--- src/rtl/qam_pkg.sv ---
// qam_pkg: shared state type and constants for the QAM transmit scheduler
package qam_pkg;
    localparam int QAM_DATA_W = 65;
    localparam int DROP_W     = 8;
    typedef enum logic [1:0] {IDLE, LAUNCH, WAIT, GAP} tx_state_t;
endpackage

--- src/rtl/qam_sample_fifo.sv ---
// qam_sample_fifo: synchronous capture FIFO with DEPTH+1 state pointers for exact occupancy
module qam_sample_fifo
    import qam_pkg::*;
#(
    parameter int DATA_W = QAM_DATA_W,
    parameter int DEPTH  = 4
) (
    input  logic                     i_clk,
    input  logic                     i_reset,
    input  logic                     i_push,
    input  logic                     i_pop,
    input  logic [DATA_W-1:0]        i_data,
    output logic [DATA_W-1:0]        o_head,
    output logic                     o_full,
    output logic                     o_empty,
    output logic [$clog2(DEPTH):0]   o_level
);
    localparam int AW = $clog2(DEPTH);

    logic [DATA_W-1:0] r_mem [DEPTH];
    logic [AW:0]       r_wr_ptr, r_rd_ptr;
    logic              w_push, w_pop;

    assign o_level = r_wr_ptr - r_rd_ptr;
    assign o_full  = o_level == (AW+1)'(DEPTH);
    assign o_empty = o_level == '0;
    assign w_pop   = i_pop && !o_empty;
    // A push into a full FIFO is still taken when the head leaves in the same cycle
    assign w_push  = i_push && (!o_full || w_pop);
    assign o_head  = r_mem[r_rd_ptr[AW-1:0]];

    always_ff @(posedge i_clk or posedge i_reset) begin
        if (i_reset) begin
            r_wr_ptr <= '0;
            r_rd_ptr <= '0;
        end else begin
            if (w_push) r_wr_ptr <= r_wr_ptr + (AW+1)'(1);
            if (w_pop)  r_rd_ptr <= r_rd_ptr + (AW+1)'(1);
        end
    end

    always_ff @(posedge i_clk) begin
        if (w_push) r_mem[r_wr_ptr[AW-1:0]] <= i_data;
    end
endmodule

--- src/rtl/qam_tx_scheduler.sv ---
// qam_tx_scheduler: gated, decimated capture of combiner samples, paced out to the 65-bit UART
module qam_tx_scheduler
    import qam_pkg::*;
#(
    parameter int DATA_W          = QAM_DATA_W,
    parameter int FIFO_DEPTH      = 4,
    parameter int DECIM           = 1024,
    parameter int WARM_CYCLES     = 8,
    parameter int TX_FRAME_CYCLES = 7150,
    parameter int GAP_CYCLES      = 16
) (
    input  logic                          i_clk,
    input  logic                          i_reset,
    input  logic                          i_enable,
    input  logic                          i_dout_valid,
    input  logic                          i_firo_valid_i,
    input  logic                          i_firo_valid_q,
    input  logic [DATA_W-1:0]             i_combined_in,
    output logic                          o_tx_start,
    output logic [DATA_W-1:0]             o_tx_data,
    output logic                          o_busy,
    output logic [$clog2(FIFO_DEPTH):0]   o_fifo_level,
    output logic                          o_overflow,
    output logic [DROP_W-1:0]             o_drop_count
);
    localparam int WW      = $clog2(WARM_CYCLES + 1);
    localparam int DW      = $clog2(DECIM);
    localparam int CNT_MAX = TX_FRAME_CYCLES > GAP_CYCLES ? TX_FRAME_CYCLES : GAP_CYCLES;
    localparam int CW      = $clog2(CNT_MAX);

    tx_state_t         r_state, w_next;
    logic [WW-1:0]     r_warm_cnt;
    logic [DW-1:0]     r_dec_cnt;
    logic [CW-1:0]     r_cnt;
    logic [DATA_W-1:0] r_tx_data, w_head;
    logic              r_overflow;
    logic [DROP_W-1:0] r_drop_count;
    logic              w_all_valid, w_warm_ok, w_push, w_pop, w_full, w_empty;
    logic              w_have, w_frame_end, w_gap_end;

    assign w_all_valid = i_enable & i_dout_valid & i_firo_valid_i & i_firo_valid_q;
    // warm_ok drops combinationally so capture stops in the very cycle a valid falls
    assign w_warm_ok   = w_all_valid && r_warm_cnt == WW'(WARM_CYCLES);
    assign w_push      = w_warm_ok && r_dec_cnt == DW'(DECIM - 1);
    assign w_pop       = r_state == LAUNCH;
    assign w_have      = !w_empty || w_push;
    assign w_frame_end = r_cnt == CW'(TX_FRAME_CYCLES - 1);
    assign w_gap_end   = r_cnt == CW'(GAP_CYCLES - 1);

    qam_sample_fifo #(.DATA_W(DATA_W), .DEPTH(FIFO_DEPTH)) u_fifo (
        .i_clk   (i_clk),
        .i_reset (i_reset),
        .i_push  (w_push),
        .i_pop   (w_pop),
        .i_data  (i_combined_in),
        .o_head  (w_head),
        .o_full  (w_full),
        .o_empty (w_empty),
        .o_level (o_fifo_level)
    );

    // End of a frame's spacing goes straight to LAUNCH when work is queued,
    // so back-to-back starts are exactly TX_FRAME_CYCLES+GAP_CYCLES+1 apart
    always_comb begin
        w_next = r_state;
        case (r_state)
            IDLE:    w_next = w_have ? LAUNCH : IDLE;
            LAUNCH:  w_next = WAIT;
            WAIT:    if (w_frame_end) w_next = GAP_CYCLES == 0 ? (w_have ? LAUNCH : IDLE) : GAP;
            GAP:     if (w_gap_end) w_next = w_have ? LAUNCH : IDLE;
            default: w_next = IDLE;
        endcase
    end

    always_ff @(posedge i_clk or posedge i_reset) begin
        if (i_reset) begin
            r_state      <= IDLE;
            r_warm_cnt   <= '0;
            r_dec_cnt    <= '0;
            r_cnt        <= '0;
            r_tx_data    <= '0;
            r_overflow   <= 1'b0;
            r_drop_count <= '0;
        end else begin
            r_state    <= w_next;
            r_warm_cnt <= !w_all_valid ? '0 : w_warm_ok ? r_warm_cnt : r_warm_cnt + WW'(1);
            r_dec_cnt  <= (w_warm_ok && !w_push) ? r_dec_cnt + DW'(1) : '0;
            r_cnt      <= (w_pop || (r_state == WAIT && w_frame_end)) ? '0 : r_cnt + CW'(1);
            if (w_pop) r_tx_data <= w_head;
            if (w_push && w_full && !w_pop) begin
                r_overflow <= 1'b1;
                if (r_drop_count != '1) r_drop_count <= r_drop_count + DROP_W'(1);
            end
        end
    end

    assign o_tx_start   = r_state == LAUNCH;
    assign o_busy       = r_state != IDLE;
    assign o_tx_data    = o_tx_start ? w_head : r_tx_data;
    assign o_overflow   = r_overflow;
    assign o_drop_count = r_drop_count;
endmodule

--- config.mk ---
export PLATFORM = sky130hd
export DESIGN_NAME = qam_tx_scheduler
export DESIGN_NICKNAME = d
export VERILOG_FILES = /design/src/rtl/qam_pkg.sv /design/src/rtl/qam_sample_fifo.sv /design/src/rtl/qam_tx_scheduler.sv
export SDC_FILE = /design/constraint.sdc
export NUM_CORES = 1
export LEC_CHECK = 0
export BUFFER_PORTS_ARGS = -buffer_cell sky130_fd_sc_hd__buf_2
export CAP_MARGIN = 30
export CORE_MARGIN = 2
export CORE_UTILIZATION = 53
export DETAILED_ROUTE_END_ITERATION = 7
export PLACE_DENSITY = 0.83
export SYNTH_ARGS = -nofsm -noshare
export SYNTH_HDL_FRONTEND = slang
export SYNTH_SLANG_ARGS = --single-unit
export TNS_END_PERCENT = 30
--- constraint.sdc ---
create_clock -name i_clk -period 3.45 [get_ports i_clk]
set_input_delay 0.1725 -clock i_clk [delete_from_list [all_inputs] [get_ports i_clk]]
set_output_delay 0.1725 -clock i_clk [all_outputs]
set_load 0.02 [all_outputs]
==> qor.yml <==
sta:
  hold_viol: 0
  fin_ws_ps: 295.5
  fin_crit_sh_pct: 91.43
  fin_crit_ps: 3154
  worst_pin_slew_ps: 991.7
  timing.setup.tns_ps: 0
  maxSlewHeadroom_pct: 33.88
  whs_ps: 143.4
  slew_viol_final: 0
  clock.fmax_ghz: 0.3170
  rsz0062_at_grt: "no"
  finalClockSkew_ps: 27.70
  setup_viol: 0
placed_design:
  dp.cells: 1184
  numPortBuffers: 149
  place_hpwl_um: 16550
  gp_congestion: 0.8115
  dp_slack_ps: 456.4
global_route:
  grt_use_total_pct: 20.53
  grt_overflow: 0
  antenna_found_initial: 1
  grt_pass1_wl_um: 44210
  grt_pass1_vias: 7753
  grt_max_degree: 68
power_and_ir_drop:
  p_sw_share_pct: 19.66
  total_power_mw: 8.861
  p_clk_share_pct: 44.5
  p_comb_share_pct: 1.9
  leakagePower_nw: 6.432
  switchingPower_mw: 1.742
  p_int_mw: 7.119
  seqPwrFrac_pct: 53.6
  ir_worst_vdd_uv: 456.0
  power_density_nw_per_um2: 511.2
yosys:
  synth-seq-cells: 369
  seq_area_frac_synth_pct: 74.39
  syn_nets: 799
  yosys_warnings: 0
  ys_types: 47
  syn_area_per_cell_um2: 19.92
  netlist_area_um2: 14160
  syn-instance-count: 711
die:
  dieHeight_um: 167.5
  die_area_um2: 28040
  core_area_um2: 26130
  start_util_pct: 54.19
  die-width_um: 167.5
  rows: 59
  io-pin-count: 150
drt:
  dr_wl_met2_um: 14280
  wl_met1_um: 11730
  drc: 9
  finalWirelength_um: 28130
  wl_met3_um: 1582
  wire_per_inst_um: 21.30
  highest_layer: "met4"
  via_per_inst: 5.570
  dr_total_vias: 7358
  ant_nets: 0
  drtPass1Iterations: 7
  drt_iter0_markers: 572
status:
  failed_checks: "design-rule violations"
  status: "finished with violations"
clock_network:
  cts.sinks: 369
  cts_max_path_buffers: 3
  clk_latency_ps: 530
  cts_tree: "done"
  cts_root_buf: "clkbuf_16"
  htree_num_levels: 2
  numCtsBuffers: 38
  path_clk_slew_ps: 60
  post_cts_buffers: 0
critical_path:
  r2r_slack_ps: 490
  crit_fanout: 43
  crit_type: "flop to output pin"
  worstPathArrival_ps: 2980
  setup.worst_path.start_class: "flop"
  end_kind: "output pin"
  crit_required_ps: 3280
cells_and_area:
  final_common_cell: "edfxtp_1"
  fillers: 1695
  layout-drive-gt1-share_pct: 37.46
  multi_input_area_um2: 3486
  nNetsFinal: 1043
  syn2layout_area_growth_pct: 22.39
  ff_latch_area_um2: 10540
  fin_cells: 1321
  final_cell_mix: "edfxtp_1, buf_2, dfrtp_1"
hold_path:
  min_path_type: "primary input to flop"
job:
  maxCapViolCount: 0
## per-layer routing
layer,GRT usage [%],vias up
met4,5.784,0
li1,-,3278
met3,3.805,36
met2,34.98,256
met5,0,-
met1,27.56,3788
## critical path, cell delays in order, from the launching register on
cell     delay, ps
dfrtp_4        410
buf_6          500
buf_6          420
mux4_2         600
mux2_2         330
buf_2          170
## registers in the layout, summed over array words and instances (netlist names)
| name | flops |
|---|---|
| r_cnt | 13 |
| u_fifo.r_wr_ptr | 3 |
| u_fifo.r_rd_ptr | 3 |
| r_tx_data | 65 |
| r_warm_cnt | 4 |
| r_state | 2 |
| o_drop_count | 8 |
| r_dec_cnt | 10 |
| o_overflow | 1 |
| u_fifo.r_mem | 260 |
## cell families after synthesis
group / synth area share [%]
DFF: 74.39
buffers and inverters: 1.219
xor gates and xnor gates: 1.891
muxes: 15.97
and+or+nand+nor: 4.391
adders and majority gates: 1.555
AOI/OAI and AO/OA: 0.5743
## power groups by stage
stage | combinational, mW | clock, mW | sequential [mW]
floorplan | 0.0208 | 0 | 4.85
global placement | 0.0985 | 0 | 4.84
detailed placement | 0.106 | 0 | 4.84
CTS | 0.169 | 3.99 | 4.75
global route | 0.184 | 4.19 | 4.75
finish | 0.167 | 3.94 | 4.75
## synth_stat cells, drive strengths merged
cell    count  area [um^2]
or4         2        18.77
nor4        9        105.1
or2         2        12.51
nand2      12        45.04
fa          1        20.02
inv        16        60.06
clkbuf     17        63.81
mux2       70        788.3
and3b       1        8.760
xnor3       1        22.52
nor4b       1        15.01
mux2i       1        10.01
xor2       16        140.1
o21ai       5        25.02
a21oi       2        10.01
nand3      14        70.07
and3        5        31.28
nand2b      3        18.77
or3         4        30.03
o22a        1        8.760
edfxtp    260         7807
dfrtp     109         2728
mux4       65         1464
nor3        5        25.02
or3b        1        8.760
a21o        1        7.510
o41ai       1        8.760
a31o        1        8.760
and2        3        18.77
nand4b      1        8.760
nor2       29        108.9
a31oi       2        12.51
and4        3        26.28
buf         9        48.80
ha         16        200.2
nand4       9        62.56
xnor2      12        105.1
nor3b       1        7.510
## metrics by stage
stage / instance area [um^2] / utilization, %
after CTS: 17330 / 66.30
final: 17330 / 66.32
after global routing: 17330 / 66.32
after detailed placement: 15460 / 59.14
after floorplan: 14160 / -
after global placement: 15460 / 59.14
## timing repair
action,4_1_cts,5_1_grt
hold endpoints to repair,320,0
setup endpoints to repair,24,14
hold buffers,66,0
pin swaps,0,0
resized for setup,1,1
## path summary, 6_finish.rpt
| kind | end | depth (start not counted) | from |
|---|---|---|---|
| min in group asynchronous | r_tx_data[5] | 3 | i_reset |
| worst max register to register | u_fifo.r_mem[3][56] | 7 | u_fifo.r_wr_ptr[0] |
| max in group asynchronous | r_tx_data[57] | 4 | i_reset |
| worst min-delay path | r_warm_cnt[0] | 3 | i_dout_valid |
| worst min register to register | u_fifo.r_wr_ptr[2] | 1 | u_fifo.r_wr_ptr[2] |
| worst max-delay path | o_tx_data[9] | 5 | u_fifo.r_rd_ptr[0] |
## layout make-up
cell class                 count  area share [%]
sequential                   369           60.83
multi-input combinational    300           20.11
timing repair buffer         230           9.313
clock buffer                  52           6.028
tap                          335           2.418
clock inverter                18          0.9241
inverter                      16          0.3610
antenna                        1         0.01444
Note: power is estimated with default switching activity, not from simulation.
